<file path="src/rtl/keypad4x4_scan.sv">
// 4x4 key matrix scanner: walks an active-low column strobe, synchronises the
// row returns, debounces one captured key and reports its code, a strobe and a hold level.
module keypad4x4_scan #(
    parameter logic [25:0] SCAN_MAX = 26'd99999,
    parameter int          DEB_CNT  = 4
) (
    input  logic       clk,
    input  logic       nrst,
    input  logic [3:0] row,
    output logic [3:0] col,
    output logic [3:0] key,
    output logic       valid,
    output logic       pressed
);

    localparam logic [3:0] DEB_TGT = 4'(DEB_CNT);

    typedef enum logic [1:0] {SCAN, DEBOUNCE, HELD, RELEASE} state_t;

    state_t      r_state, w_state_nx;
    logic [25:0] r_presc;
    logic [3:0]  r_rs1, r_rs;
    logic [1:0]  r_col_idx, w_col_nx;
    logic [1:0]  r_row_idx, w_row_nx;
    logic [3:0]  r_deb, w_deb_nx;
    logic [3:0]  r_key, w_key_nx;
    logic [3:0]  r_col;
    logic        r_valid, w_valid_nx;
    logic        r_pressed, w_pressed_nx;
    logic        w_tick;
    logic        w_rsel;
    logic [1:0]  w_low;
    logic [3:0]  w_deb_inc;
    logic [1:0]  w_col_inc;

    assign w_tick    = (r_presc == SCAN_MAX);
    assign w_rsel    = r_rs[r_row_idx];
    assign w_deb_inc = r_deb + 4'd1;
    assign w_col_inc = r_col_idx + 2'd1;

    // Lowest-numbered active row wins when several rows are pulled low.
    always_comb begin
        w_low = 2'd3;
        if (!r_rs[0])      w_low = 2'd0;
        else if (!r_rs[1]) w_low = 2'd1;
        else if (!r_rs[2]) w_low = 2'd2;
    end

    always_comb begin
        w_state_nx   = r_state;
        w_col_nx     = r_col_idx;
        w_row_nx     = r_row_idx;
        w_deb_nx     = r_deb;
        w_key_nx     = r_key;
        w_valid_nx   = 1'b0;
        w_pressed_nx = r_pressed;
        case (r_state)
            SCAN: begin
                if (w_tick) begin
                    if (r_rs != 4'b1111) begin
                        w_row_nx   = w_low;
                        w_deb_nx   = 4'd0;
                        w_state_nx = DEBOUNCE;
                    end else begin
                        w_col_nx = w_col_inc;
                    end
                end
            end
            DEBOUNCE: begin
                if (w_tick) begin
                    if (!w_rsel) begin
                        w_deb_nx = w_deb_inc;
                        if (w_deb_inc == DEB_TGT) begin
                            w_key_nx     = {r_row_idx, r_col_idx};
                            w_valid_nx   = 1'b1;
                            w_pressed_nx = 1'b1;
                            w_state_nx   = HELD;
                        end
                    end else begin
                        w_col_nx   = w_col_inc;
                        w_state_nx = SCAN;
                    end
                end
            end
            HELD: begin
                w_pressed_nx = 1'b1;
                if (w_tick && w_rsel) begin
                    w_deb_nx   = 4'd0;
                    w_state_nx = RELEASE;
                end
            end
            RELEASE: begin
                if (w_tick) begin
                    if (w_rsel) begin
                        w_deb_nx = w_deb_inc;
                        if (w_deb_inc == DEB_TGT) begin
                            w_col_nx     = w_col_inc;
                            w_pressed_nx = 1'b0;
                            w_state_nx   = SCAN;
                        end
                    end else begin
                        w_deb_nx   = 4'd0;
                        w_state_nx = HELD;
                    end
                end
            end
            default: w_state_nx = SCAN;
        endcase
    end

    always_ff @(posedge clk or negedge nrst) begin
        if (!nrst) begin
            r_state   <= SCAN;
            r_presc   <= 26'd0;
            r_rs1     <= 4'b1111;
            r_rs      <= 4'b1111;
            r_col_idx <= 2'd0;
            r_row_idx <= 2'd0;
            r_deb     <= 4'd0;
            r_key     <= 4'h0;
            r_col     <= 4'b1110;
            r_valid   <= 1'b0;
            r_pressed <= 1'b0;
        end else begin
            r_state   <= w_state_nx;
            r_presc   <= w_tick ? 26'd0 : r_presc + 26'd1;
            r_rs1     <= row;
            r_rs      <= r_rs1;
            r_col_idx <= w_col_nx;
            r_row_idx <= w_row_nx;
            r_deb     <= w_deb_nx;
            r_key     <= w_key_nx;
            // Column drive is registered from the next index so it tracks r_col_idx exactly.
            r_col     <= ~(4'b0001 << w_col_nx);
            r_valid   <= w_valid_nx;
            r_pressed <= w_pressed_nx;
        end
    end

    assign col     = r_col;
    assign key     = r_key;
    assign valid   = r_valid;
    assign pressed = r_pressed;

endmodule
</file>
<file path="config.mk">
export PLATFORM = sky130hd
export DESIGN_NAME = keypad4x4_scan
export DESIGN_NICKNAME = d
export VERILOG_FILES = /design/src/rtl/keypad4x4_scan.sv
export SDC_FILE = /design/constraint.sdc
export NUM_CORES = 1
export LEC_CHECK = 0
export CAP_MARGIN = 20
export CORE_MARGIN = 5
export CORE_UTILIZATION = 50
export CTS_BUF_LIST = sky130_fd_sc_hd__clkbuf_4
export CTS_CLUSTER_SIZE = 30
export DETAILED_ROUTE_END_ITERATION = 6
export GPL_ROUTABILITY_DRIVEN = 1
export PLACE_DENSITY_LB_ADDON = 0.3
export SLEW_MARGIN = 0
export SYNTH_ARGS = -nofsm -noshare
export SYNTH_HDL_FRONTEND = slang
export SYNTH_SLANG_ARGS = --single-unit
</file>
<file path="constraint.sdc">
create_clock -name clk -period 2.94 [get_ports clk]
set_clock_uncertainty 0.2 [all_clocks]
set_input_delay 0.882 -clock clk [delete_from_list [all_inputs] [get_ports clk]]
set_output_delay 0.882 -clock clk [all_outputs]
set_load 0.02 [all_outputs]
</file>
==> results_dict.tcl <==
set metrics [dict create \
    ir_drop_mv 0.259 \
    critical_path.endpoint_type "register" \
    maxSlewHeadroom 0.570 \
    crit_buf_inv 0 \
    synth_top_area_frac 0.434 \
    rows 25 \
    seq_area_um2 1370 \
    path_class "register to register" \
    finalWorstSetupSlack_ns 0.202 \
    cp-start-kind "register" \
    clock_latency_ns 0.37 \
    cp_common_cell "or3_4" \
    reg2reg_to "col[3]$_DFF_PN1_" \
    area.growth.synth_to_final_pct 11.9 \
    r2r-start "r_presc[19]$_DFF_PN0_" \
    setup_viol 0 \
    drv_slew 0 \
    die_h_um 80.4 \
    fill_cells 400 \
    drt_first_pass_iters 4 \
    placed_area_um2 2720 \
    hold_buffers 0 \
    drtIter0Drc 77 \
    holdCritPathClass "register to register" \
    cellLeakagePower_nw 1.16 \
    synth_area_um2 2480 \
    syn_nets 235 \
    min_delay_path_depth 0 \
    wl_um 4390 \
    grt_pass1_vias 1757 \
    num_antenna_cells 0 \
    path_delay_family "simple AND/OR/NAND/NOR gates" \
    core_um2 4790 \
    grt_pass1_wl_um 8100 \
    initial_core_util 0.518 \
    synth_area_leader_cell "dfrtp_1" \
    layout_common_cells "dfrtp_1 (43), nand2_1 (23), nor2_1 (20)" \
    synth.avg_cell_area_um2 10.9 \
    final_nets 256 \
    chipWidth_um 80.4 \
    dpl.hpwl_um 3100 \
    multi_input_area_um2 1080 \
    htreeDepth 2 \
    whs_ns 0.143 \
    slowest_stage "or4_1" \
    max_freq_mhz 365 \
    drv_cap 0 \
    synth-edff-count 0 \
    synth_flop_cell "dfrtp_1" \
    critPathMaxFanout 5 \
    clockBufferDepth 2 \
    cp_cell_sequence "or4_1, or3_4, or3_4, o211ai_2, o22ai_2, or3b_1" \
    min_period_over_period 0.931 \
    io_buffer_count 15 \
    clock-sinks 54 \
    yosysWarningCount 0 \
    drc 0 \
    status "complete, no violations" \
    clockRootBuffer "clkbuf_4" \
    drive_gt1_frac 0.157 \
    min_from "r_rs1[0]$_DFF_PN1_" \
    dieArea_um2 6470 \
    async_reset_ff_frac 1.00 \
    cts_inserted_buffers 5 \
    fin_setup_tns_ns 0 \
    mostFrequentLayoutCell "dfrtp_1" \
    yosysSeqAreaShare 0.550 \
    pin_count 16 \
    rsz0062_at_grt "no" \
    worst_pin_slew_ns 0.645 \
    finalPower_mw 1.13 \
    dp_cells 308 \
    synthDistinctLibCells 44 \
    wire_per_inst_um 13.9 \
    pwr_density_cell_nw_per_um2 406 \
    path_clk_slew_ns 0.15 \
    grt_usage 0.160 \
    final_util 0.580 \
    netlist_instances 227 \
    required_ns 3.06 \
    postLayoutCellArea_um2 2780 \
    r2r_cells 6 \
    cts_tree "done" \
    cp.arrival_ns 2.85 \
    min_period_ns 2.74 \
    cts-resized-gates 0 \
    cpPeakStageDelay_ns 0.54 \
    hold_end "r_rs[0]$_DFF_PN1_" \
    post_cts_buffers 0 \
    dp_slack_ns 0.218 \
    fin_cells 316 \
    vias 1712 \
    ant_nets 0 \
    yosys-top-cells-area "dfrtp_1 (43%), dfstp_2 (12%), xnor2_1 (5.6%)" \
    overflow 0 \
    grt_start_max_net_pins 55 \
    hold_viol 0 \
    ys_ff_latch 54 \
    antenna_found_initial 0 \
    gp_congestion 0.803 \
    r2r_slack_ns 0.20 \
    viasPerCell 5.42 \
]
## state kept, by name, summed over array words and instances, names as in the netlist, named ones only
register and flops:
r_state 1, r_row_idx 2, pressed 1, r_col_idx 2
valid 1, r_presc 26, r_rs 4, key 4
r_rs1 4, r_deb 4, col 4
## report_power, final
group / internal (mW) / leakage, nW / switching [mW] / total (mW)
combinational: 0.00940 / 0.417 / 0.0182 / 0.0276
clock: 0.124 / 0.0368 / 0.220 / 0.344
sequential: 0.753 / 0.702 / 0.00374 / 0.757
total: 0.886 / 1.16 / 0.242 / 1.13
## worst register-to-register path, cell delays in order (launching register included)
cell	delay, ns
dfrtp_1	0.44
or4_1	0.54
or3_4	0.40
or3_4	0.38
o211ai_2	0.22
o22ai_2	0.14
or3b_1	0.38
## cell usage after synthesis, types with 3 or more instances
cell / n
clkbuf_1: 3
o21ai_0: 13
dfstp_2: 11
mux2_2: 5
xor2_1: 9
nand4_1: 6
nor2_1: 20
nand2b_1: 5
mux2i_1: 4
a21oi_1: 5
nand3_1: 14
or3_1: 5
nand2_1: 23
nor3_1: 7
inv_1: 4
dfrtp_1: 43
xnor2_1: 16
## cell families (layout without fill, tap and decap cells)
| kind of cell | after synthesis | after routing | share of synthesized area |
|---|---|---|---|
| and+or+nand+nor | 99 | 99 | 0.214 |
| DFF | 54 | 54 | 0.550 |
| AOI/OAI and AO/OA | 29 | 29 | 0.0772 |
| xor gates and xnor gates | 25 | 25 | 0.0883 |
| muxes | 10 | 10 | 0.0479 |
| buffers and inverters | 8 | 30 | 0.0126 |
| adders and majority gates | 2 | 2 | 0.0101 |
## cell type report
type / instances / share of cell area
well taps: 67 / 0.0302
repair buffers: 18 / 0.0604
flip-flops and latches: 54 / 0.492
inverters: 4 / 0.00541
clock buffers: 8 / 0.0216
multi-input cells: 165 / 0.391
## metal layers
layer | GRT usage | vias to the layer above | part of all wire
li1 | - | 843 | -
met1 | 0.210 | 831 | 0.47
met2 | 0.254 | 29 | 0.48
met3 | 0.0415 | 9 | 0.034
met4 | 0.0625 | 0 | 0.016
met5 | 0 | - | 0
## worst max path at each step
stage	from	to	slack, ns	cells after the start
CTS	r_presc[19]$_DFF_PN0_	col[3]$_DFF_PN1_	0.20	6
detailed placement	r_presc[19]$_DFF_PN0_	col[3]$_DFF_PN1_	0.22	6
global route	r_presc[0]$_DFF_PN0_	col[0]$_DFF_PN0_	0.05	7
finish	r_presc[19]$_DFF_PN0_	col[3]$_DFF_PN1_	0.20	6
floorplan	r_presc[19]$_DFF_PN0_	col[3]$_DFF_PN1_	0.30	6
global placement	r_presc[19]$_DFF_PN0_	col[3]$_DFF_PN1_	0.25	6
(Power assumes the default switching activity.)
